## src/rtl/serial_msg_transmitter_pkg.sv

```systemverilog
// Shared framing definitions for the serial message link: type codes, TYPE/SYNC bytes,
// default payload lengths and the byte-state FSM encoding.
package serial_msg_transmitter_pkg;

  typedef logic [7:0] byte_t;

  localparam logic [1:0] MSG_PARTICLE = 2'd0;
  localparam logic [1:0] MSG_MAP      = 2'd1;

  localparam byte_t TYPE_PARTICLE_BYTE = 8'h50;
  localparam byte_t TYPE_MAP_BYTE      = 8'h4D;
  localparam byte_t DEFAULT_SYNC_BYTE  = 8'h46;

  localparam int DEFAULT_PARTICLE_LEN = 16;
  localparam int DEFAULT_MAP_LEN      = 32;

  typedef enum logic [2:0] {
    ST_IDLE,
    ST_SYNC,
    ST_TYPE,
    ST_LEN,
    ST_PAYLOAD,
    ST_CSUM
  } tx_state_t;

  typedef struct packed {
    byte_t type_byte;
    byte_t len;
  } meta_t;

  // Checksum byte that makes TYPE + LEN + payload + CSUM sum to zero mod 256.
  function automatic byte_t csum_finish(input byte_t acc);
    return 8'(8'd0 - acc);
  endfunction

endpackage

```

## src/rtl/serial_msg_transmitter_if.sv

```systemverilog
// Byte stream towards the UART transmitter: one byte moves per tx_valid && tx_ready cycle.
interface serial_msg_transmitter_if;
  import serial_msg_transmitter_pkg::*;

  byte_t tx_data;
  logic  tx_valid;
  logic  tx_ready;

  modport master (output tx_data, output tx_valid, input tx_ready);
  modport slave  (input tx_data, input tx_valid, output tx_ready);
endinterface

```

## src/rtl/serial_msg_transmitter_fifo.sv

```systemverilog
// Synchronous first-word-fall-through byte FIFO; count/full registered, head visible combinationally.
// Push is accepted when not full, or when full and a pop happens in the same cycle.
module msg_tx_fifo #(
  parameter int DEPTH = 32
) (
  input  logic                       clk,
  input  logic                       reset,
  input  logic [7:0]                 wr_data,
  input  logic                       wr_en,
  input  logic                       rd_en,
  output logic [7:0]                 rd_data,
  output logic                       full,
  output logic                       empty,
  output logic [$clog2(DEPTH+1)-1:0] count
);
  localparam int AW = (DEPTH > 1) ? $clog2(DEPTH) : 1;
  localparam int CW = $clog2(DEPTH + 1);

  logic [7:0]    mem [DEPTH];
  logic [AW-1:0] wr_ptr;
  logic [AW-1:0] rd_ptr;
  logic          push;
  logic          pop;

  assign empty   = (count == '0);
  assign full    = (count == CW'(DEPTH));
  assign pop     = rd_en && !empty;
  assign push    = wr_en && (!full || pop);
  assign rd_data = mem[rd_ptr];

  always_ff @(posedge clk) begin
    if (push) begin
      mem[wr_ptr] <= wr_data;
    end
  end

  // Pointers wrap naturally because DEPTH is a power of two.
  always_ff @(posedge clk) begin
    if (!reset) begin
      wr_ptr <= '0;
      rd_ptr <= '0;
      count  <= '0;
    end else begin
      if (push) wr_ptr <= wr_ptr + AW'(1);
      if (pop)  rd_ptr <= rd_ptr + AW'(1);
      case ({push, pop})
        2'b10:   count <= count + CW'(1);
        2'b01:   count <= count - CW'(1);
        default: count <= count;
      endcase
    end
  end

endmodule

```

## src/rtl/serial_msg_transmitter.sv

```systemverilog
// Frames buffered payload bytes as SYNC, TYPE, LEN, payload, CSUM and streams them to the UART.
// Start accepted in one cycle; no bubbles between bytes; each byte held until tx_ready.
module serial_msg_transmitter
  import serial_msg_transmitter_pkg::*;
#(
  parameter int    PARTICLE_MSG_LEN = DEFAULT_PARTICLE_LEN,
  parameter int    MAP_MSG_LEN      = DEFAULT_MAP_LEN,
  parameter int    FIFO_DEPTH       = 32,
  parameter byte_t SYNC_BYTE        = DEFAULT_SYNC_BYTE
) (
  input  logic                            clk,
  input  logic                            reset,
  input  logic [7:0]                      wr_data,
  input  logic                            wr_en,
  output logic                            fifo_full,
  output logic [$clog2(FIFO_DEPTH+1)-1:0] fifo_count,
  input  logic                            msg_start,
  input  logic [1:0]                      msg_type,
  serial_msg_transmitter_if.master        tx,
  output logic                            busy,
  output logic                            done,
  output logic                            error
);
  localparam byte_t P_LEN = 8'(PARTICLE_MSG_LEN);
  localparam byte_t M_LEN = 8'(MAP_MSG_LEN);

  tx_state_t state;
  tx_state_t state_nxt;
  meta_t     meta;
  meta_t     sel_meta;
  byte_t     acc;
  byte_t     cnt;
  byte_t     fifo_head;
  byte_t     tx_dat;
  logic      fifo_empty;
  logic      type_ok;
  logic      start_ok;
  logic      tx_vld;
  logic      pop;
  logic      accept;
  logic      reject;
  logic      fin;

  msg_tx_fifo #(.DEPTH(FIFO_DEPTH)) u_fifo (
    .clk     (clk),
    .reset   (reset),
    .wr_data (wr_data),
    .wr_en   (wr_en),
    .rd_en   (pop),
    .rd_data (fifo_head),
    .full    (fifo_full),
    .empty   (fifo_empty),
    .count   (fifo_count)
  );

  always_comb begin
    sel_meta = '{type_byte: TYPE_PARTICLE_BYTE, len: P_LEN};
    type_ok  = 1'b1;
    case (msg_type)
      MSG_PARTICLE: sel_meta = '{type_byte: TYPE_PARTICLE_BYTE, len: P_LEN};
      MSG_MAP:      sel_meta = '{type_byte: TYPE_MAP_BYTE, len: M_LEN};
      default:      type_ok  = 1'b0;
    endcase
  end

  // Registered count only: a byte pushed alongside msg_start does not qualify it.
  assign start_ok = type_ok && !fifo_empty && (32'(fifo_count) >= 32'(sel_meta.len));

  always_comb begin
    state_nxt = state;
    tx_vld    = 1'b0;
    tx_dat    = 8'h00;
    pop       = 1'b0;
    accept    = 1'b0;
    reject    = 1'b0;
    fin       = 1'b0;
    case (state)
      ST_IDLE: begin
        if (msg_start) begin
          if (start_ok) begin
            accept    = 1'b1;
            state_nxt = ST_SYNC;
          end else begin
            reject = 1'b1;
          end
        end
      end
      ST_SYNC: begin
        tx_vld = 1'b1;
        tx_dat = SYNC_BYTE;
        if (tx.tx_ready) state_nxt = ST_TYPE;
      end
      ST_TYPE: begin
        tx_vld = 1'b1;
        tx_dat = meta.type_byte;
        if (tx.tx_ready) state_nxt = ST_LEN;
      end
      ST_LEN: begin
        tx_vld = 1'b1;
        tx_dat = meta.len;
        if (tx.tx_ready) state_nxt = ST_PAYLOAD;
      end
      ST_PAYLOAD: begin
        tx_vld = 1'b1;
        tx_dat = fifo_head;
        if (tx.tx_ready) begin
          pop = 1'b1;
          if (cnt == 8'd1) state_nxt = ST_CSUM;
        end
      end
      ST_CSUM: begin
        tx_vld = 1'b1;
        tx_dat = csum_finish(acc);
        if (tx.tx_ready) begin
          fin       = 1'b1;
          state_nxt = ST_IDLE;
        end
      end
      default: state_nxt = ST_IDLE;
    endcase
  end

  always_ff @(posedge clk) begin
    if (!reset) begin
      state <= ST_IDLE;
    end else begin
      state <= state_nxt;
    end
  end

  always_ff @(posedge clk) begin
    if (!reset) begin
      meta  <= '0;
      acc   <= 8'h00;
      cnt   <= 8'h00;
      done  <= 1'b0;
      error <= 1'b0;
    end else begin
      done  <= fin;
      error <= reject;
      if (accept) begin
        meta <= sel_meta;
        cnt  <= sel_meta.len;
        acc  <= 8'h00;
      end else if (tx.tx_ready && (state == ST_TYPE || state == ST_LEN || state == ST_PAYLOAD)) begin
        acc <= acc + tx_dat;
      end
      if (pop) cnt <= cnt - 8'd1;
    end
  end

  assign tx.tx_valid = tx_vld;
  assign tx.tx_data  = tx_dat;
  assign busy        = (state != ST_IDLE);

endmodule

```

## src/flat_wrapper.sv

```systemverilog
// flat-port wrapper written by rule: the top's interface ports become plain ports
module serial_msg_transmitter_flat import serial_msg_transmitter_pkg::*;
#(
  parameter int    PARTICLE_MSG_LEN = DEFAULT_PARTICLE_LEN,
  parameter int    MAP_MSG_LEN      = DEFAULT_MAP_LEN,
  parameter int    FIFO_DEPTH       = 32,
  parameter byte_t SYNC_BYTE        = DEFAULT_SYNC_BYTE
)
  (clk, reset, wr_data, wr_en, fifo_full, fifo_count, msg_start, msg_type, busy, done, error, tx_tx_data, tx_tx_valid, tx_tx_ready);
  serial_msg_transmitter_if tx_i ();
  input  logic clk;
  input  logic reset;
  input  logic [7:0] wr_data;
  input  logic wr_en;
  output logic fifo_full;
  output logic [$clog2(FIFO_DEPTH+1)-1:0] fifo_count;
  input  logic msg_start;
  input  logic [1:0] msg_type;
  output logic busy;
  output logic done;
  output logic error;
  output wire logic [$bits(tx_i.tx_data)-1:0] tx_tx_data;
  output wire logic [$bits(tx_i.tx_valid)-1:0] tx_tx_valid;
  input wire logic [$bits(tx_i.tx_ready)-1:0] tx_tx_ready;
  assign tx_tx_data = tx_i.tx_data;
  assign tx_tx_valid = tx_i.tx_valid;
  assign tx_i.tx_ready = tx_tx_ready;
  serial_msg_transmitter #(.PARTICLE_MSG_LEN(PARTICLE_MSG_LEN), .MAP_MSG_LEN(MAP_MSG_LEN), .FIFO_DEPTH(FIFO_DEPTH), .SYNC_BYTE(SYNC_BYTE)) u_core (.clk(clk), .reset(reset), .wr_data(wr_data), .wr_en(wr_en), .fifo_full(fifo_full), .fifo_count(fifo_count), .msg_start(msg_start), .msg_type(msg_type), .tx(tx_i), .busy(busy), .done(done), .error(error));
endmodule
```

## config.mk

```make
export PLATFORM = sky130hd
export DESIGN_NAME = serial_msg_transmitter_flat
export DESIGN_NICKNAME = d
export VERILOG_FILES = /design/src/rtl/serial_msg_transmitter_pkg.sv /design/src/rtl/serial_msg_transmitter_if.sv /design/src/rtl/serial_msg_transmitter_fifo.sv /design/src/rtl/serial_msg_transmitter.sv /design/src/flat_wrapper.sv
export SDC_FILE = /design/constraint.sdc
export NUM_CORES = 1
export LEC_CHECK = 0
export BUFFER_PORTS_ARGS = -buffer_cell sky130_fd_sc_hd__buf_2
export CAP_MARGIN = 20
export CORE_MARGIN = 2
export CORE_UTILIZATION = 50
export DETAILED_ROUTE_END_ITERATION = 8
export PLACE_DENSITY = 0.66
export SLEW_MARGIN = 20
export SYNTH_ARGS = -nofsm -noshare
export SYNTH_HDL_FRONTEND = slang
export SYNTH_SLANG_ARGS = --single-unit
export TNS_END_PERCENT = 20
```

## constraint.sdc

```tcl
create_clock -name clk -period 7.66 [get_ports clk]
set_input_delay 1.915 -clock clk [delete_from_list [all_inputs] [get_ports clk]]
set_output_delay 1.915 -clock clk [all_outputs]
set_load 0.01 [all_outputs]
```

==> flow_metrics.env <==
export IMPL_clkSinkCount=301
export IMPL_yosys_cell_types_count=53
export IMPL_fillCellCount=1833
export IMPL_ys_warnings_count=0
export IMPL_drt_first_pass_iters=5
export IMPL_gp_congestion=0.834
export IMPL_syn_mean_instance_area_sq_um=17.2
export IMPL_horizontal_extent_of_the_die_microns=162
export IMPL_core_region_area_sq_um=24500
export IMPL_numCtsBuffers=30
export IMPL_min_from="u_core.meta[14]"
export IMPL_final_setup_skew_ns=0.0172
export IMPL_placement_setup_worst_slack_ns=2.41
export IMPL_violation_count_after_the_first_detailed_routing_iteration=693
export IMPL_finalMaxSlewViolations=0
export IMPL_timing_worst_setup_path_type="reg2out"
export IMPL_vias_per_cell=5.93
export IMPL_power_density_nw_per_um2=232
export IMPL_ctsResizeCount=0
export IMPL_post_cts_hold_buffer_count=0
export IMPL_timing_setup_tns_ns=0
export IMPL_crit_path_end_kind="output port"
export IMPL_final_area_sq_um=13900
export IMPL_critPathMaxFanout=32
export IMPL_port_buffer_count=33
export IMPL_final_critical_path_setup_slack_ns=2.02
export IMPL_cpLargestDelayFamily="multiplexers"
export IMPL_num_io_pins=34
export IMPL_cp_required_ns=5.75
export IMPL_cellLeakagePower_nw=4.55
export IMPL_globalRouteTotalUtil_pct=20.2
export IMPL_hold_violations=0
export IMPL_max_slew_margin_pct=23.2
export IMPL_post_cts_setup_buffer_count=0
export IMPL_synth_top_cells_by_area="sky130_fd_sc_hd__edfxtp_1 (62%), sky130_fd_sc_hd__mux4_2 (14%), sky130_fd_sc_hd__dfxtp_1 (7.2%), sky130_fd_sc_hd__ha_1 (2.1%), sky130_fd_sc_hd__nor2_1 (1.8%)"
export IMPL_finish_net_count=803
export IMPL_asr_flop_ratio_synth_pct=0
export IMPL_final_worst_path_cycle_share_pct=73.6
export IMPL_routed_wire_length_per_instance_microns=23.3
export IMPL_setup_violations=0
export IMPL_synth_sequential_area_ratio_pct=68.7
export IMPL_grt_pass1_wl_microns=39400
export IMPL_overflow=0
export IMPL_synth_fp_nets=766
export IMPL_run_status="complete, no violations"
export IMPL_clock_insertion_delay_at_the_later_pin_of_the_skew_report_ns=0.55
export IMPL_yosysTopAreaCell="sky130_fd_sc_hd__edfxtp_1"
export IMPL_drc_errors=0
export IMPL_cpMaxStageDelayCell="sky130_fd_sc_hd__dfxtp_2"
export IMPL_ys_dominant_reg_cell="sky130_fd_sc_hd__edfxtp_1"
export IMPL_placed_area_sq_um=13000
export IMPL_vias=6602
export IMPL_clk_transition_reported_paths_ns=0.06
export IMPL_number_of_antenna_violations_at_the_first_check_in_global_routing=1
export IMPL_htree_levels=1
export IMPL_yosys_area_top_type_share_pct=61.5
export IMPL_grt_max_degree=57
export IMPL_rsz_0062_raised_after_global_routing="no"
export IMPL_peakVddDrop_v=0.000191
export IMPL_floorplan_rows=57
export IMPL_place_detailed_hpwl_microns=16700
export IMPL_arrival_ns=3.72
export IMPL_critical_path_n_buffers_inverters=2
export IMPL_synthesis_instances=728
export IMPL_worst_slew_pin_slew_ns=1.15
export IMPL_critical_path_startpoint_type="flip-flop"
export IMPL_max_cap_violations=0
export IMPL_worst_hold_path_type="reg2reg"
export IMPL_chip_height_microns=162
export IMPL_clock_root_buffer="sky130_fd_sc_hd__clkbuf_16"
export IMPL_path_common_cell="sky130_fd_sc_hd__mux4_2"
export IMPL_flop_and_latch_count_out_of_synthesis=301
export IMPL_cts_tree="built"
export IMPL_floorplan_initialDensity_pct=51.1
export IMPL_routed_wl_microns=25900
export IMPL_cts_max_path_buffers=3
export IMPL_max_stage_delay_on_crit_path_ns=0.86
export IMPL_first_global_vias=6658
export IMPL_edff_count_synth=256
export IMPL_final_min_clock_period_ns=5.64
export IMPL_layout_drive_gt1_share_pct=21.4
export IMPL_timing_critical_path_cells="buf_4, mux4_2, mux4_2, mux2_2, a221oi_1, a21oi_1, buf_2"
export IMPL_max_freq_mhz=177
export IMPL_mappedNetlistArea_sq_um=12500
export IMPL_number_of_diodes=0
export IMPL_drt_antenna_violating_nets=0
export IMPL_floorplan_die_area_sq_um=26300
export IMPL_synthToLayoutAreaGrowth_pct=11.1
==> worst paths after layout <==
kind | end | slack, ns | cells past startpoint
min | u_core.meta[14] | 0.47 | 2
min reg2reg | u_core.meta[14] | 0.47 | 2
max | tx_tx_data[0] | 2.02 | 7
max reg2reg | u_core.acc[7] | 2.75 | 14
==> cell type report <==
type                       count  area, sq um  share of cell area, %
sequential                   301         8590                   61.9
multi-input combinational    371         3670                   26.4
clock buffer                  36          795                   5.72
tap                          324          405                   2.92
timing repair buffer          39          223                   1.60
clock inverter                20          120                  0.865
inverter                      22         82.6                  0.595
==> routing by layer <==
| metal | vias to the layer above | GRT usage, % | wire length, microns |
|---|---|---|---|
| met2 | 198 | 34.0 | 12900 |
| met3 | 52 | 3.86 | 1560 |
| met1 | 3401 | 27.1 | 10700 |
| met4 | 2 | 5.79 | 698 |
| li1 | 2949 | - | - |
| met5 | - | 0 | 11 |
==> worst min-delay path: cells and delay by family (launching register included) <==
| kind | cells | cell delay [ns] |
|---|---|---|
| flops | 1 | 0.31 |
| buf+inv | 1 | 0.04 |
| compound gates | 1 | 0.07 |
==> flip-flops by register name (all words and copies together), names as in the netlist, named ones only <==
signal / count
u_core.u_fifo.mem: 256
u_core.acc: 8
u_core.cnt: 8
u_core.u_fifo.count: 6
u_core.u_fifo.rd_ptr: 5
u_core.u_fifo.wr_ptr: 5
u_core.meta: 3
u_core.state: 3
u_core.done: 1
u_core.error: 1
==> power breakdown <==
part / switching [mW] / internal (mW) / total (mW) / leakage, nW
Combinational: 0.0554 / 0.0233 / 0.0787 / 1.43
Clock: 0.586 / 0.768 / 1.35 / 0.444
Sequential: 0.00623 / 1.79 / 1.79 / 2.67
Total: 0.647 / 2.58 / 3.23 / 4.55
==> metrics by stage <==
stage / cells / hold WS [ns] / util [%] / total power [mW]
floorplan: 728 / 0.422 / - / 1.86
global placement: 1056 / 0.467 / 52.9 / 1.90
detailed placement: 1056 / 0.468 / 52.9 / 1.91
CTS: 1112 / 0.478 / 56.7 / 3.24
global route: 1113 / 0.513 / 56.8 / 3.31
finish: 1113 / 0.473 / 56.8 / 3.23
==> cell usage after synthesis, types with 4 or more instances <==
cell,n
sky130_fd_sc_hd__nand3_1,13
sky130_fd_sc_hd__a211oi_1,4
sky130_fd_sc_hd__a21o_1,4
sky130_fd_sc_hd__mux2_2,4
sky130_fd_sc_hd__or3_1,6
sky130_fd_sc_hd__xnor2_1,16
sky130_fd_sc_hd__edfxtp_1,256
sky130_fd_sc_hd__buf_2,10
sky130_fd_sc_hd__nor3_1,7
sky130_fd_sc_hd__buf_4,5
sky130_fd_sc_hd__nor2_1,59
sky130_fd_sc_hd__a21oi_1,18
sky130_fd_sc_hd__xor2_1,7
sky130_fd_sc_hd__a21boi_0,7
sky130_fd_sc_hd__nand4_1,4
sky130_fd_sc_hd__mux2i_1,16
sky130_fd_sc_hd__nor2b_1,6
sky130_fd_sc_hd__dfxtp_1,45
sky130_fd_sc_hd__inv_1,22
sky130_fd_sc_hd__ha_1,21
sky130_fd_sc_hd__o21ai_0,13
sky130_fd_sc_hd__mux4_2,76
sky130_fd_sc_hd__nand2_1,28
sky130_fd_sc_hd__and2_1,14
sky130_fd_sc_hd__o21a_1,5
sky130_fd_sc_hd__clkbuf_1,15
sky130_fd_sc_hd__buf_1,4
==> cells in the final DEF, fill, tap and decap left out, drive strengths merged, types with 14 or more instances in the layout <==
| master | count |
|---|---|
| mux4 | 76 |
| ha | 21 |
| nor2 | 59 |
| clkbuf | 36 |
| and2 | 14 |
| dfxtp | 45 |
| edfxtp | 256 |
| xnor2 | 16 |
| nand2 | 28 |
| inv | 23 |
| mux2i | 16 |
| a21oi | 18 |
| clkinv | 15 |
| buf | 39 |
==> logic make-up after synthesis <==
logic type / Yosys count / synth area share [%]
muxes: 96 / 15.3
adders and majority gates: 23 / 2.42
buffers and inverters: 56 / 1.93
DFF: 301 / 68.7
xor gates and xnor gates: 23 / 1.61
AOI/OAI and AO/OA: 73 / 3.98
and+or+nand+nor: 156 / 6.00
(Power assumes the default switching activity.)
